<file path="src/rtl/ifetch_pkg.sv">
// rtl/ifetch_pkg.sv - Shared state type and constants for the instruction fetch stage
package ifetch_pkg;

  typedef enum logic [1:0] {
    IDLE  = 2'd0,
    REQ   = 2'd1,
    DRAIN = 2'd2,
    VALID = 2'd3
  } ifetch_state_e;

  localparam logic [31:0] NOP_INSTR_DEFAULT = 32'h0000_0013;
  localparam logic [1:0]  ALIGN_MASK        = 2'b11;

  function automatic logic is_word_aligned(input logic [1:0] addr_lsb);
    return (addr_lsb & ALIGN_MASK) == 2'b00;
  endfunction

endpackage

</file>
<file path="src/rtl/ifetch_watchdog.sv">
// rtl/ifetch_watchdog.sv - Bus wait-cycle counter; flags the cycle in which the wait limit is reached
module ifetch_watchdog #(
  parameter int unsigned TIMEOUT_CYCLES = 16
) (
  input  logic clk_i,
  input  logic rst_i,
  input  logic clear_i,
  input  logic active_i,
  output logic timeout_o
);

  localparam int unsigned CW = $clog2(TIMEOUT_CYCLES + 1);

  logic [CW-1:0] cnt_q, cnt_d;

  // Fires on the TIMEOUT_CYCLES-th consecutive wait cycle, so the request is dropped on that edge.
  assign timeout_o = active_i && (cnt_q == CW'(TIMEOUT_CYCLES - 1));

  always_comb begin
    cnt_d = cnt_q;
    if (clear_i) begin
      cnt_d = '0;
    end else if (active_i && !timeout_o) begin
      cnt_d = cnt_q + CW'(1);
    end
  end

  always_ff @(posedge clk_i or posedge rst_i) begin
    if (rst_i) begin
      cnt_q <= '0;
    end else begin
      cnt_q <= cnt_d;
    end
  end

endmodule

</file>
<file path="src/rtl/instr_fetch.sv">
// rtl/instr_fetch.sv - Fetch stage: one imem word read per fetch_start, valid/ready hand-off to decode
// Optional bus watchdog enabled by defining IFETCH_TIMEOUT_EN.
module instr_fetch
  import ifetch_pkg::*;
#(
  parameter int unsigned     XLEN           = 32,
  parameter logic [XLEN-1:0] NOP_INSTR      = XLEN'(NOP_INSTR_DEFAULT),
  parameter int unsigned     TIMEOUT_CYCLES = 16
) (
  input  logic            sys_clk,
  input  logic            sys_rst,
  input  logic [XLEN-1:0] pc_in,
  input  logic            fetch_start,
  input  logic            flush,
  output logic            imem_req,
  output logic [XLEN-1:0] imem_addr,
  input  logic            imem_ack,
  input  logic [XLEN-1:0] imem_rdata,
  output logic [XLEN-1:0] instr,
  output logic [XLEN-1:0] instr_pc,
  output logic            instr_valid,
  input  logic            instr_ready,
  output logic            fetch_err,
  output logic            pc_advance,
  output logic            busy
);

  ifetch_state_e   state_q, state_d;
  logic            imem_req_q, imem_req_d;
  logic [XLEN-1:0] imem_addr_q, imem_addr_d;
  logic [XLEN-1:0] instr_q, instr_d;
  logic [XLEN-1:0] instr_pc_q, instr_pc_d;
  logic            instr_valid_q, instr_valid_d;
  logic            fetch_err_q, fetch_err_d;
  logic            pc_advance_q, pc_advance_d;
  logic            take_fetch;
  logic            wdog_clear;
  logic            timeout;

  if (TIMEOUT_CYCLES == 0) begin : g_bad_timeout
    $error("TIMEOUT_CYCLES must be nonzero");
  end

`ifdef IFETCH_TIMEOUT_EN
  ifetch_watchdog #(
    .TIMEOUT_CYCLES(TIMEOUT_CYCLES)
  ) u_watchdog (
    .clk_i    (sys_clk),
    .rst_i    (sys_rst),
    .clear_i  (wdog_clear),
    .active_i ((state_q == REQ) || (state_q == DRAIN)),
    .timeout_o(timeout)
  );
`else
  assign timeout = 1'b0;
`endif

  always_comb begin
    state_d       = state_q;
    imem_req_d    = imem_req_q;
    imem_addr_d   = imem_addr_q;
    instr_d       = instr_q;
    instr_pc_d    = instr_pc_q;
    instr_valid_d = instr_valid_q;
    fetch_err_d   = fetch_err_q;
    pc_advance_d  = 1'b0;
    take_fetch    = 1'b0;
    wdog_clear    = 1'b0;

    unique case (state_q)
      IDLE: begin
        take_fetch = fetch_start;
      end
      REQ: begin
        if (flush) begin
          // A flush coinciding with the bus completing needs no drain cycle.
          if (imem_ack || timeout) begin
            state_d    = IDLE;
            imem_req_d = 1'b0;
          end else begin
            state_d = DRAIN;
          end
        end else if (imem_ack) begin
          state_d       = VALID;
          imem_req_d    = 1'b0;
          instr_d       = imem_rdata;
          instr_pc_d    = imem_addr_q;
          instr_valid_d = 1'b1;
          fetch_err_d   = 1'b0;
          pc_advance_d  = 1'b1;
        end else if (timeout) begin
          state_d       = VALID;
          imem_req_d    = 1'b0;
          instr_d       = NOP_INSTR;
          instr_pc_d    = imem_addr_q;
          instr_valid_d = 1'b1;
          fetch_err_d   = 1'b1;
          pc_advance_d  = 1'b1;
        end
      end
      DRAIN: begin
        if (imem_ack || timeout) begin
          state_d    = IDLE;
          imem_req_d = 1'b0;
        end
      end
      VALID: begin
        if (flush) begin
          state_d       = IDLE;
          instr_valid_d = 1'b0;
        end else if (instr_ready) begin
          state_d       = IDLE;
          instr_valid_d = 1'b0;
          take_fetch    = fetch_start;
        end
      end
      default: begin
        state_d = IDLE;
      end
    endcase

    if (take_fetch) begin
      if (is_word_aligned(pc_in[1:0])) begin
        state_d     = REQ;
        imem_req_d  = 1'b1;
        imem_addr_d = pc_in;
        wdog_clear  = 1'b1;
      end else begin
        state_d       = VALID;
        instr_d       = NOP_INSTR;
        instr_pc_d    = pc_in;
        instr_valid_d = 1'b1;
        fetch_err_d   = 1'b1;
        pc_advance_d  = 1'b1;
      end
    end
  end

  always_ff @(posedge sys_clk or posedge sys_rst) begin
    if (sys_rst) begin
      state_q       <= IDLE;
      imem_req_q    <= 1'b0;
      imem_addr_q   <= '0;
      instr_q       <= NOP_INSTR;
      instr_pc_q    <= '0;
      instr_valid_q <= 1'b0;
      fetch_err_q   <= 1'b0;
      pc_advance_q  <= 1'b0;
    end else begin
      state_q       <= state_d;
      imem_req_q    <= imem_req_d;
      imem_addr_q   <= imem_addr_d;
      instr_q       <= instr_d;
      instr_pc_q    <= instr_pc_d;
      instr_valid_q <= instr_valid_d;
      fetch_err_q   <= fetch_err_d;
      pc_advance_q  <= pc_advance_d;
    end
  end

  assign imem_req    = imem_req_q;
  assign imem_addr   = imem_addr_q;
  assign instr       = instr_q;
  assign instr_pc    = instr_pc_q;
  assign instr_valid = instr_valid_q;
  assign fetch_err   = fetch_err_q;
  assign pc_advance  = pc_advance_q;
  assign busy        = (state_q != IDLE);

endmodule

</file>
<file path="config.mk">
export PLATFORM = sky130hd
export DESIGN_NAME = instr_fetch
export DESIGN_NICKNAME = d
export VERILOG_FILES = /design/src/rtl/ifetch_pkg.sv /design/src/rtl/ifetch_watchdog.sv /design/src/rtl/instr_fetch.sv
export SDC_FILE = /design/constraint.sdc
export NUM_CORES = 1
export LEC_CHECK = 0
export CELL_PAD_IN_SITES_DETAIL_PLACEMENT = 0
export CELL_PAD_IN_SITES_GLOBAL_PLACEMENT = 1
export CORE_ASPECT_RATIO = 1.1
export CORE_MARGIN = 2
export CORE_UTILIZATION = 35
export CTS_CLUSTER_DIAMETER = 60
export DETAILED_ROUTE_END_ITERATION = 16
export GPL_TIMING_DRIVEN = 1
export PLACE_DENSITY_LB_ADDON = 0.25
export SYNTH_ARGS = -nofsm -noshare
export SYNTH_HDL_FRONTEND = slang
export SYNTH_SLANG_ARGS = --single-unit
</file>
<file path="constraint.sdc">
create_clock -name sys_clk -period 9.99 [get_ports sys_clk]
set_clock_uncertainty 0.05 [all_clocks]
set_input_delay 1.998 -clock sys_clk [delete_from_list [all_inputs] [get_ports sys_clk]]
set_output_delay 1.998 -clock sys_clk [all_outputs]
set_load 0.005 [all_outputs]
</file>
==> summary.txt, run 1 <==
Clock network
  • Clock root buffer: clkbuf_16
  • CTS-repair resized insts: 0
  • Maximum clock insertion buffer count: 2
  • Post-CTS Setup Repair Bufs: 0
  • CTS tree: yes
  • Clock transition at path regs: 0.08 ns
  • Post-CTS Hold Buffers: 0
  • CTS Buf Count: 9
  • Clk_lat worst skew: 0.34 ns
  • H-tree Lvls: 3
  • Clock sinks: 102

Critical path
  • Worst r2r dst: instr[2]$_DFF_PP0_
  • Startpoint Class: primary input
  • CP required: 10.20 ns
  • Worst r2r path cells: 6
  • WP buf/inv: 2
  • Max FO, Critical Path: 43
  • CP max-delay cell: nand3b_1
  • Top delay family on crit path: buffers and inverters
  • Slowest cell delay on critical path: 0.73 ns
  • Worst Setup Path Type: in2reg
  • Register-to-register setup slack: 7.41 ns
  • Worst R2R Start: state_q[1]$_DFFE_PP0P_
  • CP Capture Type: flip-flop
  • WP data arrival: 4.20 ns
  • Critical Path, Cell by Cell: clkdlybuf4s50_1 > nand3b_1 > buf_4 > nand2_1 > a31oi_1

Logic synthesis
  • Synth area leaders: dfrtp_1, nand2_1, mux2_4
  • Yosys top cell area share: 56.0%
  • #FFs+latches synth: 102
  • Ys async rst share: 100%
  • Post-synth EDFFs: 0
  • Post-synth top flop: dfrtp_1
  • Count leader, synth: nand2_1
  • Post-synth top area cell: dfrtp_1
  • Post-synth top cells: nand2_1, dfrtp_1, a21oi_1
  • Synth Warn #: 0
  • Sequential element share of the synthesized area: 57.7%
  • Syn Inst Count: 425
  • Post-Syn Nets: 499
  • Post-synth cell types: 35
  • Mapped Area: 4430 um^2
  • Syn avg cell area: 10.4 um^2

Detailed routing
  • Drt total wl: 11800 um
  • Antenna-violating nets left: 0
  • Drc violations: 0
  • Vias per cell: 4.88
  • Iteration-0 DRC Markers: 169
  • Pre-antenna DRT Iters: 7
  • Via count: 3632
  • Routed len/inst: 15.8 um

Min path
  • Hold endpoint: instr[4]$_DFF_PP1_
  • Worst hold-check path type: reg2reg
  • Min-Delay Startpoint: instr[4]$_DFF_PP1_
  • Hold depth: 2

Final layout
  • FILL cells: 1158
  • Layout Area Growth over Synthesis: 46.7%
  • Layout cells sized above 1: 10.0%
  • Non-Filler Instances: 745
  • Nets: 657
  • N_diodes: 0

Die
  • Initial Utilization: 35.5%
  • Die H: 122 um
  • Core area: 12500 um^2
  • Die X: 111 um
  • Row count: 43
  • I/O pin cnt: 171
  • Die area: 13600 um^2

Placement
  • Buffers on Ports: 170
  • Routability Congestion: 0.739
  • Hpwl dp: 8050 um
  • Dpl cells: 729
  • Worst slack at placement: 5.61 ns

Timing
  • Final worst-path cycle share: 39.9%
  • Tmin final: 3.99 ns
  • F_max: 251 MHz
  • Setup ws final: 6.00 ns
  • Total negative setup slack: 0 ns
  • Final Hold Viols: 0
  • Slew at the pin with the worst max-slew slack: 1.15 ns
  • Slew Limit Fails: 0
  • Max-slew headroom: 23.1%
  • RSZ-0062 raised after global routing: no
  • Final setup viols: 0

GRT
  • Vias in the first global route: 3598
  • First-pass GRT wire length: 18500 um
  • Antenna violations before repair: 0
  • Gr usage total: 17.2%
  • Congestion Overflow GR: 0
  • Largest net degree at the start of global routing: 54

Power
  • PwrDens: 285 nW/um^2
  • P_leak: 2.89 nW
  • Peak supply drop: 0.132 mV

Status
  • Status: finished, final reports clean

Job
  • Reported max-cap violation count: 0
[power by group]
group          switching (mW)  leakage [nW]  internal, mW  total (mW)
Combinational           0.304          1.48         0.500       0.804
Clock                   0.161         0.137         0.172       0.333
Sequential              0.118          1.27         0.599       0.717
[logic make-up (layout without fill, tap and decap cells)]
family / count (synthesis) / after routing / synth area share (%)
flops: 102 / 102 / 57.7
mux: 32 / 32 / 10.3
fa+ha+maj: 4 / 4 / 1.13
buf+inv: 33 / 196 / 4.13
xor+xnor: 1 / 1 / 0.198
simple gates: 177 / 177 / 16.2
compound gates: 76 / 76 / 10.3
[worst max-delay path by stage]
stage               startpoint                      to  slack, ns  cells after the start
floorplan              sys_rst     fetch_err$_DFF_PP0_       5.27                      1
detailed placement       flush      instr[3]$_DFF_PP0_       5.61                      5
CTS                      flush  instr_pc[26]$_DFF_PP0_       5.98                      5
global placement         flush     instr[10]$_DFF_PP0_       5.66                      5
global route             flush     instr[21]$_DFF_PP0_       5.76                      5
finish                   flush  instr_pc[26]$_DFF_PP0_       6.00                      5
[state kept, by name (all words and copies together), names as in the netlist]
signal	count
instr	32
state_q	2
imem_req	1
pc_advance	1
fetch_err	1
instr_valid	1
instr_pc	32
imem_addr	32
[through the flow]
stage | cell area, um^2 | utilization, % | hold slack, ns | total power, mW
detailed placement | 6210 | 49.8 | 0.421 | 1.54
global placement | 6210 | 49.8 | 0.422 | 1.52
floorplan | 4430 | - | 0.416 | 1.07
finish | 6500 | 52.0 | 0.435 | 1.85
CTS | 6500 | 52.0 | 0.439 | 1.88
global route | 6500 | 52.0 | 0.452 | 1.98
[cell type report]
cell class              count  area [um^2]  share of cell area [%]
repair buffers            174         1730                    26.7
multi-input cells         290         1700                    26.2
inverters                   6         25.0                   0.385
well taps                 157          196                    3.02
clock buffers               9          225                    3.47
flip-flops and latches    102         2560                    39.3
clock inverters             7         58.8                   0.905
[worst register-to-register path: cells and delay by family, from the launching register on]
kind	cells	cell delay [ns]
flip-flops	1	0.42
buffers and inverters	1	0.08
adder cells (fa/ha/maj)	1	0.31
AO/OA/AOI/OAI	2	0.32
AND/OR/NAND/NOR	2	1.22
[per-layer routing]
layer,GRT usage (%),wire [um],up-vias
met2,26.2,5420,133
li1,-,-,1735
met3,4.38,796,13
met4,6.64,180,0
met5,0,0,-
met1,23.7,5390,1751
[cells in the final DEF, fill, tap and decap left out]
cell,count
o31ai_1,1
xnor2_1,1
clkdlybuf4s50_1,170
clkinv_2,1
o211ai_1,1
dfstp_2,3
inv_8,1
a21oi_1,33
a22oi_1,1
nand2_8,1
nand3_1,3
nor2b_1,1
clkbuf_16,9
mux2_4,26
buf_4,4
mux2_2,4
o311ai_0,1
nor3_1,1
and3b_2,1
inv_4,1
and2_1,2
o21a_4,1
a31oi_1,30
nand2b_1,3
or3_1,1
nor2_2,1
nand2_1,130
a21o_1,2
dfrtp_1,99
a21boi_0,1
clkinvlp_4,1
o221ai_4,1
nand3b_1,1
o21ai_0,4
nor2_1,31
inv_1,5
clkinv_4,4
ha_1,4
and3b_1,1
mux2i_1,2
No activity file was read; power rests on OpenSTA's default activity.
==> inputs of run 2 (changes only) <==
CORE_UTILIZATION = 33   (was 35)
clock period = 4.1 ns   (was 9.99 ns; I/O delays follow)
==> summary.txt, run 2 (synthesis gave the netlist of run 1 again) <==
Clock network
  • H-tree Lvls: 3 (unchanged)
  • CTS tree: yes
  • Clk_lat worst skew: 0.34 ns (about the same)
  • Clock root buffer: clkbuf_16
  • Clock sinks: 102 (unchanged)
  • CTS-repair resized insts: 0 (unchanged)
  • Post-CTS Hold Buffers: 0 (unchanged)
  • CTS Buf Count: 9 (unchanged)
  • Maximum clock insertion buffer count: 2 (unchanged)
  • Post-CTS Setup Repair Bufs: 0 (unchanged)
  • Clock transition at path regs: 0.07 ns (about the same)

Final layout
  • Most common library cell in the layout ignoring fill and taps: clkdlybuf4s50_1
  • Layout Area Growth over Synthesis: 47.8%
  • FILL cells: 1222 (+5.5%)
  • Non-Filler Instances: 751 (+0.81%)
  • Layout cells sized above 1: 10.3% (+0.30 points)
  • Nets: 659 (+0.30%)
  • Final core utilization: 49.7% (-2.3 points)
  • N_diodes: 0 (unchanged)
  • Most frequent cells in the layout: clkdlybuf4s50_1, nand2_1, dfrtp_1

Critical path
  • Worst path depth: 4 (-1)
  • Critical Path, Cell by Cell: inv_1 > ha_1 > inv_1 > clkdlybuf4s50_1
  • Worst Setup Path Type: reg2out
  • CP required: 3.23 ns (-6.97 ns)
  • Top delay family on crit path: buffers and inverters
  • Startpoint Class: flip-flop
  • Worst r2r dst: imem_addr[24]$_DFFE_PP0P_
  • Most numerous cell on the critical path: inv_1
  • Worst R2R Start: state_q[0]$_DFFE_PP0P_
  • CP Capture Type: output port
  • Max FO, Critical Path: 4 (-91%)
  • CP endpoint: busy
  • Slowest cell delay on critical path: 0.52 ns (-0.21 ns)
  • Worst r2r path cells: 6 (unchanged)
  • Register-to-register setup slack: 1.92 ns (-5.49 ns)
  • Crit path from: state_q[0]$_DFFE_PP0P_
  • WP data arrival: 1.72 ns (-2.48 ns)
  • WP buf/inv: 3 (+1)
  • CP max-delay cell: clkdlybuf4s50_1

Power
  • Int Power: 3.11 mW (+140%)
  • NetSw: 1.42 mW (+140%)
  • Sequential cell fraction of total power: 38.3% (-0.4 points)
  • PwrDens: 693 nW/um^2 (+140%)
  • Combinational Power Share: 43.5% (about the same)
  • Sw frac: 31.4% (about the same)
  • Clock power share: 18.2% (+0.2 points)
  • P_leak: 2.90 nW (+0.61%)
  • Peak supply drop: 0.291 mV (+120%)
  • Total Power: 4.53 mW (+140%)

Die
  • Die area: 14400 um^2 (+5.9%)
  • Initial Utilization: 33.6% (-1.8 points)
  • Die H: 125 um (+2.9%)
  • I/O pin cnt: 171 (unchanged)
  • Die X: 114 um (+2.9%)
  • Core area: 13200 um^2 (+5.4%)
  • Row count: 44 (+2.3%)

Job
  • Reported max-cap violation count: 0 (unchanged)

Placement
  • Hpwl dp: 7800 um (-3.1%)
  • Dpl cells: 735 (+0.82%)
  • Routability Congestion: 0.766 (+3.5%)
  • Buffers on Ports: 170 (unchanged)
  • Worst slack at placement: 1.23 ns (-4.38 ns)

GRT
  • Largest net degree at the start of global routing: 67 (+24%)
  • Congestion Overflow GR: 0 (unchanged)
  • Gr usage total: 16.6% (-0.55 points)
  • Vias in the first global route: 3601 (+0.083%)
  • Antenna violations before repair: 0 (unchanged)
  • First-pass GRT wire length: 19000 um (+2.2%)

Detailed routing
  • Vias per cell: 4.77 (-2.1%)
  • Iteration-0 DRC Markers: 214 (+27%)
  • Antenna-violating nets left: 0 (unchanged)
  • Drc violations: 0 (unchanged)
  • Drt total wl: 11700 um (-0.52%)
  • Via count: 3583 (-1.3%)
  • Pre-antenna DRT Iters: 6 (-1)
  • Routed len/inst: 15.6 um (-1.3%)

Timing
  • Total negative setup slack: 0 ns (unchanged)
  • Slew Limit Fails: 0 (unchanged)
  • RSZ-0062 raised after global routing: no
  • Final worst-path cycle share: 63.1%
  • F_max: 387 MHz
  • Max-slew headroom: 55.3% (+32 points)
  • Tmin final: 2.59 ns
  • Final Hold Viols: 0 (unchanged)
  • Slew at the pin with the worst max-slew slack: 0.670 ns (-0.483 ns)
  • Setup ws final: 1.51 ns (-4.49 ns)
  • Final setup viols: 0 (unchanged)

Min path
  • Worst hold-check path type: reg2reg

Status
  • Status: finished, final reports clean
run 2: cell type report:
class | count | area, um^2 | area share (%)
well taps | 161 | 201 | 3.08
multi-input cells | 290 | 1700 | 26.0
repair buffers | 176 | 1770 | 27.1
flip-flops and latches | 102 | 2560 | 39.1
inverters | 6 | 25.0 | 0.383
clock buffers | 9 | 225 | 3.44
clock inverters | 7 | 58.8 | 0.899
run 2: worst min path at each step:
stage                          endpoint                 from  slack (ns)  cells past startpoint
finish              fetch_err$_DFF_PP0_  fetch_err$_DFF_PP0_        0.44                      2
global route         instr[0]$_DFF_PP1_   instr[0]$_DFF_PP1_        0.47                      2
CTS                 fetch_err$_DFF_PP0_  fetch_err$_DFF_PP0_        0.43                      2
detailed placement   imem_req$_DFF_PP0_   imem_req$_DFF_PP0_        0.42                      2
global placement    fetch_err$_DFF_PP0_  fetch_err$_DFF_PP0_        0.42                      2
floorplan            imem_req$_DFF_PP0_   imem_req$_DFF_PP0_        0.42                      2
run 2: layer usage:
layer	GRT usage, %	part of all wire, %	vias up
met1	23.4	47	1706
met3	3.20	6.1	15
li1	-	-	1742
met5	0	0	-
met4	6.67	1.8	0
met2	25.2	45	120
run 2: power groups by stage:
stage / Clock (mW) / Sequential, mW / Combinational, mW
after floorplan: 0 / 1.76 / 0.840
after global placement: 0 / 1.74 / 1.98
after detailed placement: 0 / 1.75 / 2.00
after CTS: 0.852 / 1.74 / 2.00
after global routing: 0.891 / 1.80 / 2.15
final: 0.823 / 1.74 / 1.97
run 2: through the flow:
stage          instance area (um^2)  hold WS [ns]
2_1_floorplan                  4430         0.416
3_3_place_gp                   6260         0.416
3_5_place_dp                   6260         0.415
4_1_cts                        6540         0.435
5_1_grt                        6540         0.474
6_report                       6540         0.436
run 2: worst register-to-register path, delay by kind of cell, from the launching register on:
| family | cells | cell delay (ns) |
|---|---|---|
| muxes | 1 | 0.40 |
| and+or+nand+nor | 2 | 0.57 |
| AOI/OAI and AO/OA | 1 | 0.25 |
| adders and majority gates | 1 | 0.32 |
| buffers and inverters | 1 | 0.08 |
| DFF | 1 | 0.41 |
==> inputs of run 3 (changes only) <==
CORE_UTILIZATION = 30   (was 33)
clock period = 2.1 ns   (was 4.1 ns; I/O delays follow)
==> summary.txt, run 3 (synthesis gave the netlist of run 1 again) <==
Power
  • PwrDens: 1360 nW/um^2 (+97%)
  • Int Power: 6.55 mW (+110%)
  • Sequential cell fraction of total power: 36.4% (-1.9 points)
  • Sw frac: 29.9% (-1.5 points)
  • Peak supply drop: 0.578 mV (+99%)
  • P_leak: 3.04 nW (+4.8%)
  • Combinational Power Share: 43.3% (-0.2 points)
  • Clock power share: 20.3% (+2.1 points)
  • NetSw: 2.80 mW (+96%)

Timing
  • Total negative setup slack: 0 ns (unchanged)
  • Max-slew headroom: 60.5% (+5.2 points)
  • Tmin final: 2.02 ns
  • Hold Slack: 0.429 ns (-0.00709 ns)
  • Slew Limit Fails: 0 (unchanged)
  • Final Hold Viols: 0 (unchanged)
  • Slew at the pin with the worst max-slew slack: 0.593 ns (-0.0773 ns)
  • F_max: 495 MHz
  • Final worst-path cycle share: 96.3%
  • RSZ-0062 raised after global routing: no
  • Final setup viols: 0 (unchanged)

Clock network
  • Maximum clock insertion buffer count: 2 (unchanged)
  • CTS Buf Count: 9 (unchanged)
  • Clk_lat worst skew: 0.34 ns (about the same)
  • Clock root buffer: clkbuf_16
  • Clock sinks: 102 (unchanged)
  • H-tree Lvls: 3 (unchanged)
  • Clock transition at path regs: 0.07 ns (about the same)
  • CTS tree: yes
  • Post-CTS Hold Buffers: 0 (unchanged)

Detailed routing
  • Vias per cell: 4.63 (-2.9%)
  • Via count: 3711 (+3.6%)
  • Drt total wl: 12400 um (+5.8%)
  • Iteration-0 DRC Markers: 157 (-27%)
  • Drc violations: 0 (unchanged)
  • Antenna-violating nets left: 0 (unchanged)
  • Pre-antenna DRT Iters: 5 (-1)
  • Routed len/inst: 15.5 um (-0.77%)

Final layout
  • Nets: 678 (+2.9%)
  • Most common library cell in the layout ignoring fill and taps: clkdlybuf4s50_1
  • Layout Area Growth over Synthesis: 54.9%
  • N_diodes: 0 (unchanged)
  • Most frequent cells in the layout: clkdlybuf4s50_1, nand2_1, dfrtp_1
  • Non-Filler Instances: 801 (+6.7%)
  • Layout cells sized above 1: 13.1% (+2.8 points)

Status
  • Status: finished, final reports clean

Die
  • Row count: 46 (+4.5%)
  • Initial Utilization: 30.6% (-3.0 points)
  • Die H: 131 um (+4.7%)
  • I/O pin cnt: 171 (unchanged)
  • Die area: 15700 um^2 (+9.7%)
  • Die X: 120 um (+4.7%)
  • Core area: 14400 um^2 (+9.8%)

GRT
  • First-pass GRT wire length: 20600 um (+8.4%)
  • Largest net degree at the start of global routing: 103 (+54%)
  • Congestion Overflow GR: 0 (unchanged)
  • Gr usage total: 16.1% (-0.48 points)
  • Vias in the first global route: 3949 (+9.7%)
  • Antenna violations before repair: 0 (unchanged)

Critical path
  • Worst Setup Path Type: reg2out
  • Register-to-register setup slack: 0.15 ns (-1.77 ns)
  • CP max-delay cell: clkdlybuf4s50_1
  • Top delay family on crit path: buffers and inverters
  • Critical Path, Cell by Cell: inv_1 > ha_2 > inv_1 > clkdlybuf4s50_1
  • Slowest cell delay on critical path: 0.44 ns (-0.08 ns)
  • Worst r2r path cells: 8 (+2)
  • Worst r2r dst: instr[17]$_DFF_PP0_
  • Startpoint Class: flip-flop
  • Worst R2R Start: state_q[0]$_DFFE_PP0P_
  • Most numerous cell on the critical path: inv_1
  • CP required: 1.63 ns (-1.60 ns)
  • Max FO, Critical Path: 4 (unchanged)
  • WP buf/inv: 3 (unchanged)
  • CP Capture Type: output port
  • WP data arrival: 1.55 ns (-0.17 ns)

Placement
  • Routability Congestion: 0.776 (+1.4%)
  • Hpwl dp: 8310 um (+6.6%)
  • Dpl cells: 783 (+6.5%)
  • Buffers on Ports: 170 (unchanged)

Min path
  • Hold depth: 2 (unchanged)
  • Worst hold-check path type: reg2reg
  • Min-Delay Startpoint: fetch_err$_DFF_PP0_
  • Hold endpoint: fetch_err$_DFF_PP0_

Job
  • Reported max-cap violation count: 0 (unchanged)
run 3: routing by layer:
layer	wire [um]	GRT usage, %	vias to the layer above
met5	0	0	-
met4	190	5.36	0
met3	978	4.95	14
met2	5400	25.6	140
met1	5840	21.0	1790
li1	-	-	1767
run 3: power groups by stage:
stage	Combinational [mW]	Sequential, mW	Clock (mW)
6_report	4.05	3.40	1.90
5_1_grt	4.44	3.52	2.03
4_1_cts	4.12	3.41	1.95
3_5_place_dp	4.06	3.43	0
3_3_place_gp	4.00	3.41	0
2_1_floorplan	1.64	3.43	0
run 3: worst reg2reg max path, cell delays in order (launching register included):
cell,delay (ns)
dfrtp_1,0.40
buf_4,0.15
ha_1,0.20
and3b_1,0.21
buf_4,0.15
o21ai_0,0.30
nor2_2,0.11
buf_12,0.18
a21oi_1,0.13
run 3: final cells by class:
type	instances	area [um^2]
fillers	1341	7590
flip-flops and latches	102	2560
repair buffers	195	1990
multi-input cells	290	1710
well taps	192	240
clock buffers	10	229
clock inverters	6	110
inverters	6	26.3
run 3: worst max-delay path by stage:
stage,from,endpoint,slack (ns),cells past startpoint
finish,state_q[0]$_DFFE_PP0P_,busy,0.08,4
global route,state_q[1]$_DFFE_PP0P_,busy,0.0006,4
CTS,state_q[0]$_DFFE_PP0P_,busy,0.05,4
detailed placement,flush,instr[6]$_DFF_PP0_,0.0001,7
global placement,flush,instr[25]$_DFF_PP0_,0.01,7
floorplan,state_q[0]$_DFFE_PP0P_,imem_addr[10]$_DFFE_PP0P_,0.26,7
run 3: metrics by stage:
| stage | cell area, um^2 | util, % | power (mW) | setup WS [ns] |
|---|---|---|---|---|
| after floorplan | 4430 | - | 5.07 | 0.259 |
| after global placement | 6500 | 45.0 | 7.41 | 0.0121 |
| after detailed placement | 6500 | 45.0 | 7.48 | 0.0000957 |
| after CTS | 6860 | 47.5 | 9.48 | 0.0525 |
| after global routing | 6860 | 47.5 | 9.99 | 0.000622 |
| final | 6860 | 47.5 | 9.35 | 0.0784 |
run 3: timing repair:
action,4_1_cts,5_1_grt
setup buffers,2,0
endpoints found under the setup margin,1,0
resized for setup,1,0
